`config.mk`:
```
export PLATFORM = sky130hd
export DESIGN_NAME = dbg_probe_scanner
export DESIGN_NICKNAME = d
export VERILOG_FILES = /design/src/rtl/dbg_pkg.sv /design/src/rtl/dbg_tick_gen.sv /design/src/rtl/dbg_probe_scanner.sv
export SDC_FILE = /design/constraint.sdc
export NUM_CORES = 1
export LEC_CHECK = 0
export CORE_ASPECT_RATIO = 1.4
export CORE_MARGIN = 2
export CORE_UTILIZATION = 25
export CTS_CLUSTER_SIZE = 8
export DETAILED_ROUTE_END_ITERATION = 16
export PLACE_DENSITY = 0.6
export SYNTH_ARGS = -nofsm -noshare
export SYNTH_HDL_FRONTEND = slang
export SYNTH_HIERARCHICAL = 1
export SYNTH_SLANG_ARGS = --single-unit
```
`constraint.sdc`:
```
create_clock -name clk -period 2.7 [get_ports clk]
set_input_delay 0.81 -clock clk [delete_from_list [all_inputs] [get_ports clk]]
set_output_delay 0.81 -clock clk [all_outputs]
set_load 0.01 [all_outputs]
```
`src/rtl/dbg_pkg.sv`:
```
// Shared constants for the debug probe scanner: scan modes and default widths.
// Latency: n/a (constants and a pure function only).
// Backpressure: n/a.
package dbg_pkg;

  // Scan mode encodings on the 2-bit mode input
  localparam logic [1:0] MODE_AUTO   = 2'b00;
  localparam logic [1:0] MODE_HOLD   = 2'b01;
  localparam logic [1:0] MODE_STEP   = 2'b10;
  localparam logic [1:0] MODE_DIRECT = 2'b11;

  // Default geometry
  localparam int DEF_XLEN  = 32;
  localparam int DEF_CH_W  = 4;
  localparam int DEF_TAG_W = 4;

  // The tag shown is channel+1, so a zero tag never names a real channel.
  // Tags stay unique only while NCH <= 2**TAG_W - 1.
  function automatic int tag_w_min(input int nch);
    return $clog2(nch + 1);
  endfunction

  localparam int TAG_MAX_NCH = (1 << DEF_TAG_W) - 1;

endpackage

```
`src/rtl/dbg_tick_gen.sv`:
```
// Prescaler for auto-scan: counts 0..period and pulses tick_o at the terminal count.
// Latency: tick_o is combinational from the count, so it can be consumed in the same cycle.
// Backpressure: none; counting freezes (and tick_o stays low) unless enabled in auto mode.
module dbg_tick_gen
  import dbg_pkg::*;
#(
  parameter int DIV_W = 32
) (
  input  logic             clk,
  input  logic             rstn,
  input  logic             en,
  input  logic [1:0]       mode,
  input  logic [DIV_W-1:0] period,
  output logic             tick_o
);

  logic [DIV_W-1:0] cnt;
  logic             run;

  // Run gating and terminal-count detect; rstn masks the pulse while in reset
  always_comb begin
    run    = en && (mode == MODE_AUTO);
    tick_o = rstn && run && (cnt == period);
  end

  // Counter: clears on terminal count, otherwise wraps freely through 2**DIV_W
  always_ff @(posedge clk or negedge rstn) begin
    if (!rstn) begin
      cnt <= '0;
    end else if (run) begin
      cnt <= (cnt == period) ? '0 : cnt + DIV_W'(1);
    end
  end

endmodule

```
`src/rtl/dbg_probe_scanner.sv`:
```
// Debug display scanner: picks one of NCH probe words per step, tags it with channel+1, registers it.
// Latency: data_o/ch_o reflect the pointer and probes of the previous cycle (1 register stage).
// Backpressure: none; en=0 freezes pointer and outputs and drops valid_o. Option: DBG_SNAPSHOT_EN.
module dbg_probe_scanner
  import dbg_pkg::*;
#(
  parameter int XLEN  = DEF_XLEN,
  parameter int NCH   = 8,
  parameter int CH_W  = DEF_CH_W,
  parameter int TAG_W = DEF_TAG_W,
  parameter int DIV_W = 32
) (
  input  logic                clk,
  input  logic                rstn,
  input  logic                en,
  input  logic [1:0]          mode,
  input  logic                step,
  input  logic [CH_W-1:0]     sel,
  input  logic [CH_W-1:0]     last_ch,
  input  logic [DIV_W-1:0]    period,
  input  logic [NCH*XLEN-1:0] probe_i,
`ifdef DBG_SNAPSHOT_EN
  input  logic                snap,
`endif
  output logic [XLEN-1:0]     data_o,
  output logic [CH_W-1:0]     ch_o,
  output logic                tick_o,
  output logic                valid_o
);

  // Pad the probe array to a power of two so the pointer can index it directly
  localparam int              NSLOT  = 1 << CH_W;
  localparam logic [CH_W-1:0] TOP_CH = CH_W'(NCH - 1);

  logic [CH_W-1:0]  ptr;
  logic [CH_W-1:0]  ptr_nxt;
  logic [CH_W-1:0]  ptr_adv;
  logic [CH_W-1:0]  sel_clamp;
  logic [CH_W-1:0]  lw;
  logic [CH_W:0]    ptr_p1;
  logic [TAG_W-1:0] tag;
  logic             step_q;
  logic             step_edge;
  logic [XLEN-1:0]  live_arr [NSLOT];
  logic [XLEN-1:0]  src_word;
  logic             unused_tag_bits;

  genvar k;
  generate
    for (k = 0; k < NSLOT; k++) begin : g_live
      if (k < NCH) begin : g_used
        assign live_arr[k] = probe_i[k*XLEN +: XLEN];
      end else begin : g_pad
        assign live_arr[k] = '0;
      end
    end
  endgenerate

  dbg_tick_gen #(
    .DIV_W (DIV_W)
  ) u_tick (
    .clk    (clk),
    .rstn   (rstn),
    .en     (en),
    .mode   (mode),
    .period (period),
    .tick_o (tick_o)
  );

  // Pointer next-state: wrap clamp, advance rule and per-mode selection
  always_comb begin
    lw        = (last_ch > TOP_CH) ? TOP_CH : last_ch;
    ptr_adv   = (ptr >= lw) ? '0 : ptr + CH_W'(1);
    sel_clamp = (sel > lw) ? lw : sel;
    step_edge = step & ~step_q;
    ptr_p1    = {1'b0, ptr} + (CH_W+1)'(1);
    tag       = TAG_W'(ptr_p1);
    ptr_nxt   = ptr;
    if (en) begin
      case (mode)
        MODE_AUTO:   if (tick_o) ptr_nxt = ptr_adv;
        MODE_HOLD:   ptr_nxt = ptr;
        MODE_STEP:   if (step_edge) ptr_nxt = ptr_adv;
        MODE_DIRECT: ptr_nxt = sel_clamp;
        default:     ptr_nxt = ptr;
      endcase
    end
  end

`ifdef DBG_SNAPSHOT_EN
  logic            snap_q;
  logic            use_shadow;
  logic [XLEN-1:0] shadow [NSLOT];

  // Snapshot bank: a rising edge of snap freezes every probe at once
  always_ff @(posedge clk or negedge rstn) begin
    if (!rstn) begin
      snap_q     <= 1'b0;
      use_shadow <= 1'b0;
      for (int i = 0; i < NSLOT; i++) shadow[i] <= '0;
    end else begin
      snap_q <= snap;
      if (snap && !snap_q) begin
        use_shadow <= 1'b1;
        for (int i = 0; i < NSLOT; i++) shadow[i] <= live_arr[i];
      end
    end
  end

  assign src_word = use_shadow ? shadow[ptr] : live_arr[ptr];
`else
  assign src_word = live_arr[ptr];
`endif

  // The tag overwrites the probe MSBs, so those bits never reach the display
  assign unused_tag_bits = ^src_word[XLEN-1 -: TAG_W];

  // Pointer, step history and display register
  always_ff @(posedge clk or negedge rstn) begin
    if (!rstn) begin
      ptr     <= '0;
      step_q  <= 1'b0;
      data_o  <= '0;
      ch_o    <= '0;
      valid_o <= 1'b0;
    end else begin
      step_q <= step;
      ptr    <= ptr_nxt;
      if (en) begin
        data_o  <= {tag, src_word[XLEN-TAG_W-1:0]};
        ch_o    <= ptr;
        valid_o <= 1'b1;
      end else begin
        valid_o <= 1'b0;
      end
    end
  end

endmodule
```
# Yosys cells after proc, flatten, opt, wreduce, memory -nomap -nowiden
# Cells that the tools add are included.
# word_totals
register_bits	74
inputBits	302
out_inout_bits	38
# classes
add_sub_neg	3
order_cmp	4
eq_ne	6
muxes	11
bitwise_logic	4
reduce_logical	5
# ops
cell	n
32-bit binary-select mux with 4-bit select	1
28-bit two-way mux	2
32-bit by 1-bit adder with 32-bit output, second input constant	1
32-bit == test	1
32-bit two-way mux	1
4-bit two-way mux	5
4-bit case mux with 3 select lines	1
4-bit by 1-bit adder with 4-bit output, second input constant	2
5-bit greater-or-equal comparator, second input constant	1
4-bit inverter with 5-bit output	1
2-bit == test, second input constant	2
4-bit greater-or-equal comparator	1
4-bit by 3-bit greater-than comparator with 1-bit output, second input constant	1
4-bit greater-than comparator	1
2-bit inequality test, second input constant	2
4-bit AND reduction	1
1-bit logical AND	3
2-bit by 1-bit == test with 1-bit output, second input constant	1
2-bit logical NOT	1
1-bit inverter	2
1-bit AND	1
1-bit two-way mux	1

# Longest topological paths before layout
# Gate-level depths: netlist of run 1.
# logic_depth
depth_word	6
depth_mapped	11

# Modules after synthesis
# The synthesis of run 1 kept the hierarchy.
# by_module_without_submodules
mod	instances	cells_each	area_each_um2
dbg_probe_scanner	1	277	3568.4
dbg_tick_gen	1	217	2014.4

# Worst setup path before layout of run 1
# Ideal clock, no wire load.
# synth_path
path_kind	input-to-reg
from	in period[0]
to	reg ptr[2]
t_arrival_ps	2828
t_required_ps	2576
path_slack_ps	-252
stages	10
path_cell_list	xor2_1 nor4_1 nand4_1 nor3_2 buf_4 and2_1 nand2_1 o32a_4 o21bai_1 a211o_1
# synth_via
elab_chain_len	4
# synth_lines
item	line	source
from (decl)	dbg_probe_scanner.sv:20	input logic [DIV_W-1:0] period,
32-bit == test	dbg_tick_gen.sv:23	tick_o = rstn && run && (cnt == period);
1-bit logical AND	dbg_tick_gen.sv:23	
via tick_o	dbg_probe_scanner.sv:27	output logic tick_o,
2-bit inequality test (no source line)	--	
4-bit AND reduction (no source line)	--	
to (signal assigned)	dbg_probe_scanner.sv:128	ptr <= ptr_nxt;
to (decl)	dbg_probe_scanner.sv:35	logic [CH_W-1:0] ptr;
# The timed path passes the listed nets, and every way through them passes these cells.
# A chain may end at the register's enable or synchronous reset.

# Worst setup path in the final report of run 1
# layout_path
from	in period[5]
to	out tick_o
# layout_via
elab_chain_len	2
# layout_lines
item	line
32-bit == test	dbg_tick_gen.sv:23
1-bit logical AND	dbg_tick_gen.sv:23
to (decl)	dbg_probe_scanner.sv:27
# Every way passes these cells.

==> reports/metrics.csv, run 1 <==
metric,value,unit
hold_path_class,flop to flop,
yosysUniqueCellTypes,48,
preCtsSetupSlack,-1.16,ns
ys_async_sr_fraction,100,%
timing.max_slew.rel_slack,61.0,%
io_buffers,307,
floorplan.initialDensity,25.5,%
groute.usage.overall,19.0,%
cp.buffers_inverters,4,
number_of_antenna_violations_at_the_first_check_in_global_routing,6,
io-pin-count,340,
ir_drop,0.000416,V
cts_tree,yes,
post_route_insts_no_fill,1144,
unrepaired_setup_endpoints_after_global_routing,true,
grt_pass1_vias,5756,
critPathTopFamily,simple AND/OR/NAND/NOR gates,
fin_nets,1147,
cp-start-kind,primary input,
grt_max_degree,45,
critPathCaptureType,output port,
ctsLongestPathBuffers,2,
post_drt_via_cell_ratio,4.72,
drive_above_1_share,21.4,%
path_cells,buf_2 > xor2_1 > nor4_1 > buf_4 > nand4_1 > buf_4 > nor3_4 > and2_4 > buf_6,
synthFlopType,sky130_fd_sc_hd__dfrtp_1,
slew_viol_final,0,
die-height,181,microns
startpoint,period[5],
gp_congestion,0.839,
final_hold_viol_count,0,
drtAntennaViolNets,0,
cpMostUsedCell,sky130_fd_sc_hd__buf_4,
crit_required,1.89,ns
number_of_placed_instances_with_taps_included,1119,
clock_sinks,74,
max_cap_viol_count,0,
data_arrival_critical_path,2.26,ns
met3_usage,6.40,%
postRouteWirelength,22200,microns
std_cell_rows,64,
routedWlPerCell,19.4,microns
slowest_delay,0.26,ns
overflow,0,
power_leakage,4.00,nW
clkLatencyLatePin,0.34,ns
setup_ws,-0.366,ns
worstRegToRegCells,12,
final_min_period_over_clock_period,114,%
busiest_layer,met2,
worst-path-stages,9,
power_density,600,mW/mm^2
worstPathMaxFanout,2,
timing.final.crit_period,3.07,ns
synth_warnings,6,
gr-usage-met1,22.0,%
postLayoutCoreUtil,43.9,%
status,finished with violations,
cts-root-buf,sky130_fd_sc_hd__clkbuf_16,
firstDrtPassIters,4,
ys_seq_elements,74,
core-area,0.0219,sq mm
post_synth_instance_area,0.00558,sq mm
cp_slowest_cell,sky130_fd_sc_hd__nor4_1,
chipWidth,130,microns
worstMarginPinSlew,0.585,ns
violations,setup timing,
cts_hold_repair.buffers,0,
sequential_cell_area_fraction_in_the_yosys_report,33.2,%
detailedPlacementHpwl,17900,microns
clock_tree.htree_level_count,3,
hp-start,ch_o[2]$_DFFE_PN0P_,
layout.filler_cells,2136,
critical_path_class,primary input to output port,
grt_pass1_wl,33100,microns
regToRegStartpoint,u_tick/cnt[12]$_DFFE_PN0N_,
die_area,0.0236,sq mm
synth_enable_flop_cells,0,
first_iter_violations,216,
remaining_drc_errors,0,
cts_buffers,9,
syn_to_final_growth,71.8,%
clk_transition_reported_paths,0.06,ns
timing.hold.worst_path_depth,1,
clock.fmax,326,MHz
final.hold.worst_slack,0.509,ns
worst_clock_skew_on_the_final_layout,0.00828,ns
vias,5395,
synth.avg_cell_area,11.3,sq um
met2_usage,33.7,%
synthesis.instances,494,
setup_viol_count_final,5,
-- final timing paths --
path	slack [ns]	endpoint
worst max-delay path	-0.37	tick_o
worst min-delay path	0.51	ch_o[2]$_DFFE_PN0P_
worst max register to register	-0.09	ptr[2]$_DFFE_PN0P_
worst min register to register	0.51	ch_o[2]$_DFFE_PN0P_
max in group asynchronous	1.17	data_o[16]$_DFFE_PN0P_
min in group asynchronous	0.53	u_tick/cnt[21]$_DFFE_PN0N_
-- per-layer routing --
| metal | wire (microns) | up-vias | share of wire (%) |
|---|---|---|---|
| met1 | 8460 | 2609 | 38 |
| li1 | - | 2534 | - |
| met2 | 11600 | 236 | 52 |
| met4 | 191 | 4 | 0.86 |
| met5 | 21 | - | 0.095 |
| met3 | 1950 | 12 | 8.8 |
-- sequential cells by signal, summed over array words and instances (netlist names) --
name and count:
valid_o 1, ptr 4, u_tick/cnt 32, data_o 32, ch_o 4, step_q 1
-- stage by stage --
stage	total power [mW]	area, sq um	setup TNS, ns
2_1_floorplan	3.39	5590	-0.302
5_1_grt	6.16	9580	-1.36
4_1_cts	5.86	9540	-0.421
6_report	5.75	9590	-1.04
3_5_place_dp	4.70	9250	-10.53
3_3_place_gp	4.69	9250	-9.97
-- layout by cell type, fill, tap and decap left out, types with 6 or more instances in the layout --
cell type / synthesis / final
sky130_fd_sc_hd__o22ai_1: 28 / 28
sky130_fd_sc_hd__clkdlybuf4s15_1: 0 / 10
sky130_fd_sc_hd__dfrtp_1: 74 / 71
sky130_fd_sc_hd__buf_2: 14 / 7
sky130_fd_sc_hd__nor4_1: 10 / 7
sky130_fd_sc_hd__clkbuf_16: 0 / 9
sky130_fd_sc_hd__mux4_2: 56 / 56
sky130_fd_sc_hd__inv_1: 34 / 34
sky130_fd_sc_hd__o21ai_0: 9 / 9
sky130_fd_sc_hd__nand3_1: 15 / 15
sky130_fd_sc_hd__dlygate4sd2_1: 0 / 11
sky130_fd_sc_hd__nand2_1: 12 / 11
sky130_fd_sc_hd__and3_1: 8 / 8
sky130_fd_sc_hd__nor2_1: 35 / 35
sky130_fd_sc_hd__xor2_1: 56 / 51
sky130_fd_sc_hd__ha_1: 8 / 8
sky130_fd_sc_hd__and4_1: 6 / 6
sky130_fd_sc_hd__mux2i_1: 29 / 29
sky130_fd_sc_hd__nand4_1: 19 / 19
sky130_fd_sc_hd__mux2_2: 7 / 7
sky130_fd_sc_hd__buf_4: 6 / 58
sky130_fd_sc_hd__clkdlybuf4s50_1: 0 / 271
-- cell usage after synthesis, drive strengths merged (3+ instances only) --
cell type | instances | area, sq um
a211o | 3 | 26.3
ha | 8 | 100
nand3 | 15 | 75.1
buf | 29 | 209
nand2 | 12 | 45.0
inv | 34 | 128
and2 | 6 | 37.5
nand4 | 19 | 119
nand2b | 4 | 25.0
nor3 | 6 | 35.0
nor4 | 10 | 62.6
nor2 | 37 | 149
o22ai | 28 | 175
a21oi | 4 | 20.0
mux2 | 7 | 78.8
mux2i | 29 | 290
a31oi | 4 | 25.0
dfrtp | 74 | 1850
clkbuf | 8 | 31.3
o21bai | 3 | 22.5
xor2 | 56 | 490
and4 | 6 | 52.6
o21ai | 11 | 62.6
and3 | 8 | 50.1
mux4 | 56 | 1260
-- cells by family after synthesis --
kind of cell	count (synthesis)	synth area share, %
buf+inv	71	6.59
simple gates	131	12.8
other cells	1	0.0672
fa+ha+maj	8	1.79
mux	92	29.2
flops	74	33.2
compound gates	59	7.31
xor+xnor	58	9.10
-- power by group --
group | internal [mW] | switching, mW | total, mW
Clock | 0.643 | 0.481 | 1.12
Sequential | 1.37 | 0.198 | 1.57
Combinational | 1.77 | 1.29 | 3.06
Total | 3.78 | 1.97 | 5.75
-- cell type report --
class	count	area [sq um]	area share [%]
Sequential cell	74	1860	19.4
Timing Repair Buffer	368	3500	36.4
Clock buffer	11	243	2.53
Antenna cell	5	12.5	0.130
Clock inverter	5	30.0	0.313
Inverter	34	128	1.33
Multi-Input combinational cell	350	3450	36.0
Tap cell	297	372	3.87
-- what timing repair did --
item                       CTS  global route
pin swaps                   17             9
buffers inserted             2             2
resized for setup           79            15
setup endpoints to repair    5             5
(Power assumes the default switching activity.)
==> run 2: changes to the inputs <==
--- a/config.mk
+++ b/config.mk
@@ -11,6 +11,7 @@
 export CTS_CLUSTER_SIZE = 8
 export DETAILED_ROUTE_END_ITERATION = 16
 export PLACE_DENSITY = 0.6
+export SETUP_SLACK_MARGIN = 0.1
 export SYNTH_ARGS = -nofsm -noshare
 export SYNTH_HDL_FRONTEND = slang
 export SYNTH_HIERARCHICAL = 1
==> reports/metrics.csv, run 2 (synthesis results as in run 1) <==
metric,value,unit
hp-start,ch_o[2]$_DFFE_PN0P_,
power_density,600,mW/mm^2
clkLatencyLatePin,0.34,ns
placed_cell_area,0.00925,sq mm
combinationalPowerShare,53.2,%
final_cell_mix,"sky130_fd_sc_hd__clkdlybuf4s50_1, sky130_fd_sc_hd__dfrtp_1, sky130_fd_sc_hd__buf_4",
die_area,0.0236,sq mm
slew_viol_final,0,
cts_buffers,9,
postLayoutCoreUtil,43.9,%
data_arrival_critical_path,2.26,ns
grt_max_degree,45,
number_of_placed_instances_with_taps_included,1119,
remaining_drc_errors,0,
cts_hold_repair.buffers,0,
power_share_of_the_sequential_group,27.2,%
gp_congestion,0.839,
syn_to_final_growth,71.9,%
sw_frac_of_total,34.4,%
path_cells,buf_2 > xor2_1 > nor4_1 > buf_4 > nand4_1 > buf_4 > nor3_4 > and2_4 > buf_6,
hold_path_class,flop to flop,
postRouteWirelength,22200,microns
internal-power,3.78,mW
worstMarginPinSlew,0.585,ns
firstDrtPassIters,4,
registers_with_the_most_flip_flops,"data_o: 32 flops, u_tick/cnt: 32 flops",
clock_sinks,74,
ir_drop,0.000416,V
cpMostUsedCell,sky130_fd_sc_hd__buf_4,
routedWlPerCell,19.4,microns
first_iter_violations,237,
power_frac_clock,19.6,%
core-area,0.0219,sq mm
floorplan.initialDensity,25.5,%
drtAntennaViolNets,0,
final_hold_viol_count,0,
std_cell_rows,64,
worst_clock_skew_on_the_final_layout,0.00801,ns
layout_commonest_cell,sky130_fd_sc_hd__clkdlybuf4s50_1,
clk_transition_reported_paths,0.06,ns
violations,setup timing,
setup_viol_count_final,5,
drive_above_1_share,21.5,%
timing.max_slew.rel_slack,61.0,%
die-height,181,microns
cts_tree,yes,
critical_path_class,primary input to output port,
overflow,0,
critPathTopFamily,simple AND/OR/NAND/NOR gates,
post_route_insts_no_fill,1144,
worstPathMaxFanout,2,
power_leakage,4.01,nW
max_cap_viol_count,0,
clock.fmax,326,MHz
power_switching,1.98,mW
slowest_delay,0.26,ns
timing.final.crit_period,3.07,ns
cts-root-buf,sky130_fd_sc_hd__clkbuf_16,
grt_pass1_vias,5756,
post_drt_via_cell_ratio,4.71,
cp_slowest_cell,sky130_fd_sc_hd__nor4_1,
setup_ws,-0.369,ns
grt_pass1_wl,33100,microns
ctsLongestPathBuffers,2,
detailedPlacementHpwl,17900,microns
critPathCaptureType,output port,
layout.filler_cells,2134,
finish.instance_area,0.00960,sq mm
preCtsSetupSlack,-1.16,ns
regToRegStartpoint,u_tick/cnt[12]$_DFFE_PN0N_,
clock_tree.htree_level_count,3,
groute.usage.overall,19.0,%
fin_nets,1148,
crit_required,1.89,ns
startpoint,period[5],
cp-start-kind,primary input,
final_min_period_over_clock_period,114,%
status,finished with violations,
chipWidth,130,microns
unrepaired_setup_endpoints_after_global_routing,true,
vias,5389,
cp.buffers_inverters,4,
io_buffers,307,
io-pin-count,340,
number_of_antenna_violations_at_the_first_check_in_global_routing,6,
[run 2: changes by cell type in the layout (fill, tap and decap cells not counted), sizes merged]
cell   previous run  this run
diode             5         4
buf              72        73
[run 2: final timing paths]
kind | end | slack (ns) | cells after the start
max in group asynchronous | data_o[16]$_DFFE_PN0P_ | 1.18 | 3
setup / recovery | tick_o | -0.37 | 9
min in group asynchronous | u_tick/cnt[21]$_DFFE_PN0N_ | 0.53 | 2
setup reg to reg | ptr[2]$_DFFE_PN0P_ | -0.09 | 12
hold reg to reg | ch_o[2]$_DFFE_PN0P_ | 0.51 | 1
hold / removal | ch_o[2]$_DFFE_PN0P_ | 0.51 | 1
[run 2: area by class of cell]
cell class	instances	area, sq um	area share, %
Inverter	34	128	1.33
Clock buffer	11	243	2.53
Clock inverter	5	30.0	0.313
Timing Repair Buffer	369	3500	36.5
Multi-Input combinational cell	350	3450	36.0
Tap cell	297	372	3.87
Sequential cell	74	1860	19.4
Antenna cell	4	10.0	0.104
[run 2: power groups by stage]
stage | Sequential (mW) | Clock, mW | Combinational [mW]
after detailed placement | 1.58 | 0 | 3.12
after floorplan | 1.63 | 0 | 1.76
after global placement | 1.58 | 0 | 3.12
after CTS | 1.57 | 1.17 | 3.13
after global routing | 1.61 | 1.22 | 3.33
final | 1.57 | 1.13 | 3.06
[run 2: what timing repair did]
action / in CTS / in global routing
cloned: 0 / 0
gates resized for setup: 81 / 13
endpoints found under the setup margin: 5 / 5
setup buffers: 2 / 3
pin swaps: 18 / 11
[run 2: routing by layer]
| layer | GRT usage, % | vias up | share of wire [%] |
|---|---|---|---|
| li1 | - | 2536 | - |
| met1 | 22.1 | 2609 | 38 |
| met2 | 33.7 | 225 | 52 |
| met3 | 6.40 | 15 | 8.4 |
| met4 | 4.00 | 4 | 1.1 |
| met5 | 0 | - | 0.095 |
[run 2: through the flow]
| stage | total power, mW | hold WS (ns) | TNS, ns |
|---|---|---|---|
| after floorplan | 3.39 | 0.514 | -0.302 |
| after global placement | 4.69 | 0.490 | -9.97 |
| after detailed placement | 4.70 | 0.500 | -10.53 |
| after CTS | 5.87 | 0.513 | -0.432 |
| after global routing | 6.16 | 0.530 | -1.34 |
| final | 5.76 | 0.508 | -1.02 |
==> RTL change (flow settings as in run 2) <==
Build with the macro `DBG_SNAPSHOT_EN` defined.
--- a/src/rtl/dbg_probe_scanner.sv
+++ b/src/rtl/dbg_probe_scanner.sv
@@ -2,4 +2,6 @@
 // Latency: data_o/ch_o reflect the pointer and probes of the previous cycle (1 register stage).
 // Backpressure: none; en=0 freezes pointer and outputs and drops valid_o. Option: DBG_SNAPSHOT_EN.
+`define DBG_SNAPSHOT_EN
+
 module dbg_probe_scanner
   import dbg_pkg::*;
Interface: changed (added snap); port bits go from 340 to 341. The function was not compared with the original's and may differ.
==> RTL change against run 2 <==
  * The run still ends with setup timing left
  * Synthesized area rose to 2.8 times the old value
  * Sequential cell count up 226
  * Setup slack better by 0.020 ns
  * Count of clock-buffer cells in the layout grew 39
  * Clock power rose to 4.4 times the old value
  * Wire length increased by 110%
  * Power increased to 2.8 times the old value
  * Final cell count rose by 99%
  * Final area rose by 120%
  * Core utilization down 9.2 points
  * Register-to-register slack improved by 0.28 ns
  * Critical endpoint unchanged
  * Largest cell class is now multi-input gates
==> RTL change: results (changes against run 2) <==
status: "finished, violations left"
violations: "setup timing"
critPathSlowestCell: "nor4_2"
final.setup.worst_slack_ns: -0.3488  # +0.01990 ns
pre_cts_ws_ns: -1.061  # +0.09574 ns
dr.pass1.iters: 5  # +1
post-place-cells: 2210  # +97%
synth_xor_xnor_area_share_pct: 3.256  # -5.8 points
slowest_delay_ns: 0.34  # +0.08 ns
grt_pass1_wl_um: 71080  # +110%
fin_worst_skew_ns: 0.01661  # +0.008598 ns
drive_gt1_share_pct: 35.36  # +14 points
muxShareOfSynthArea_pct: 36.42  # +7.2 points
ctsResizeCount: 50  # -38%
gp_congestion: 0.8915  # +6.3%
setup_violations: 1  # -4
grt_pass1_vias: 12120  # +110%
track_usage_pct: 14.28  # -4.7 points
nets: 1751  # +53%
final_cells: 2282  # +99%
peakVddDrop_uv: 402.3  # -3.3%
postCtsSetupBuffers: 14  # +12
ctsHtreeMaxLevel: 2  # -1
cts.path.max_buffers: 3  # +1
clk_latency_ns: 0.55  # +0.21 ns
yosys-top-cells-area: "dfrtp_1, mux2_2, mux4_2, mux2i_1, xor2_1"
hp-class: "primary input to asynchronous set/reset pin"
portBuffers: 308  # +0.33%
grt_max_degree: 151  # +240%
synth_compound_area_share_pct: 2.839  # -4.5 points
antenna_found_initial: 11  # +5
drt-total-wl_um: 46300  # +110%
syn_inst: 1074  # +120%
cp.arrival_ns: 2.24  # -0.02 ns
critPathLaunch: "period[30]"
dp_hpwl_um: 32740  # +83%
synth_adder_area_share_pct: 0.6415  # -1.2 points
leakagePower_nw: 8.791  # +120%
cts_buffers: 44  # +35
placedInstanceArea_sq_mm: 0.02017  # +120%
[RTL change: power breakdown]
part | internal, mW | total [mW] | switching (mW)
clock network | 2.99 | 4.98 | 1.99
logic | 3.10 | 5.38 | 2.28
registers | 5.28 | 5.76 | 0.483
total | 11.4 | 16.1 | 4.75
[RTL change: cell type report]
cell class / count / area (sq um)
Antenna cell: 9 / 22.52
Fill cell: 6125 / 40400
Sequential cell: 300 / 7515
Clock inverter: 4 / 27.53
Timing Repair Buffer: 397 / 3953
Clock buffer: 50 / 1165
Inverter: 6 / 25.02
Tap cell: 825 / 1032
Multi-Input combinational cell: 691 / 7754
[RTL change: final timing paths]
path                                                  end  slack (ns)
worst min-delay path               data_o[28]$_DFFE_PN0P_        0.05
worst max register to register  u_tick/cnt[0]$_DFFE_PN0N_        0.19
worst min register to register     data_o[27]$_DFFE_PN0P_        0.49
max in group asynchronous         shadow[398]$_DFFE_PN0P_        1.55
worst max-delay path                               tick_o       -0.35
min in group clk                   data_o[27]$_DFFE_PN0P_        0.49
[RTL change: per-stage QoR]
stage | setup TNS [ns] | total power [mW]
global placement | -7.063 | 11.19
detailed placement | -7.267 | 11.29
floorplan | -0.03370 | 9.131
finish | -0.3488 | 16.12
CTS | -1.007 | 16.44
global route | -0.4383 | 17.00
[RTL change: per-layer routing]
layer | global-route usage, % | routed length (um) | part of all wire [%] | vias to the layer above
met5 | 0 | 34 | 0.073 | -
met4 | 5.074 | 1352 | 2.9 | 6
met3 | 3.460 | 2548 | 5.5 | 79
met2 | 25.86 | 24560 | 53 | 280
met1 | 16.30 | 17810 | 38 | 5573
li1 | - | - | - | 4813
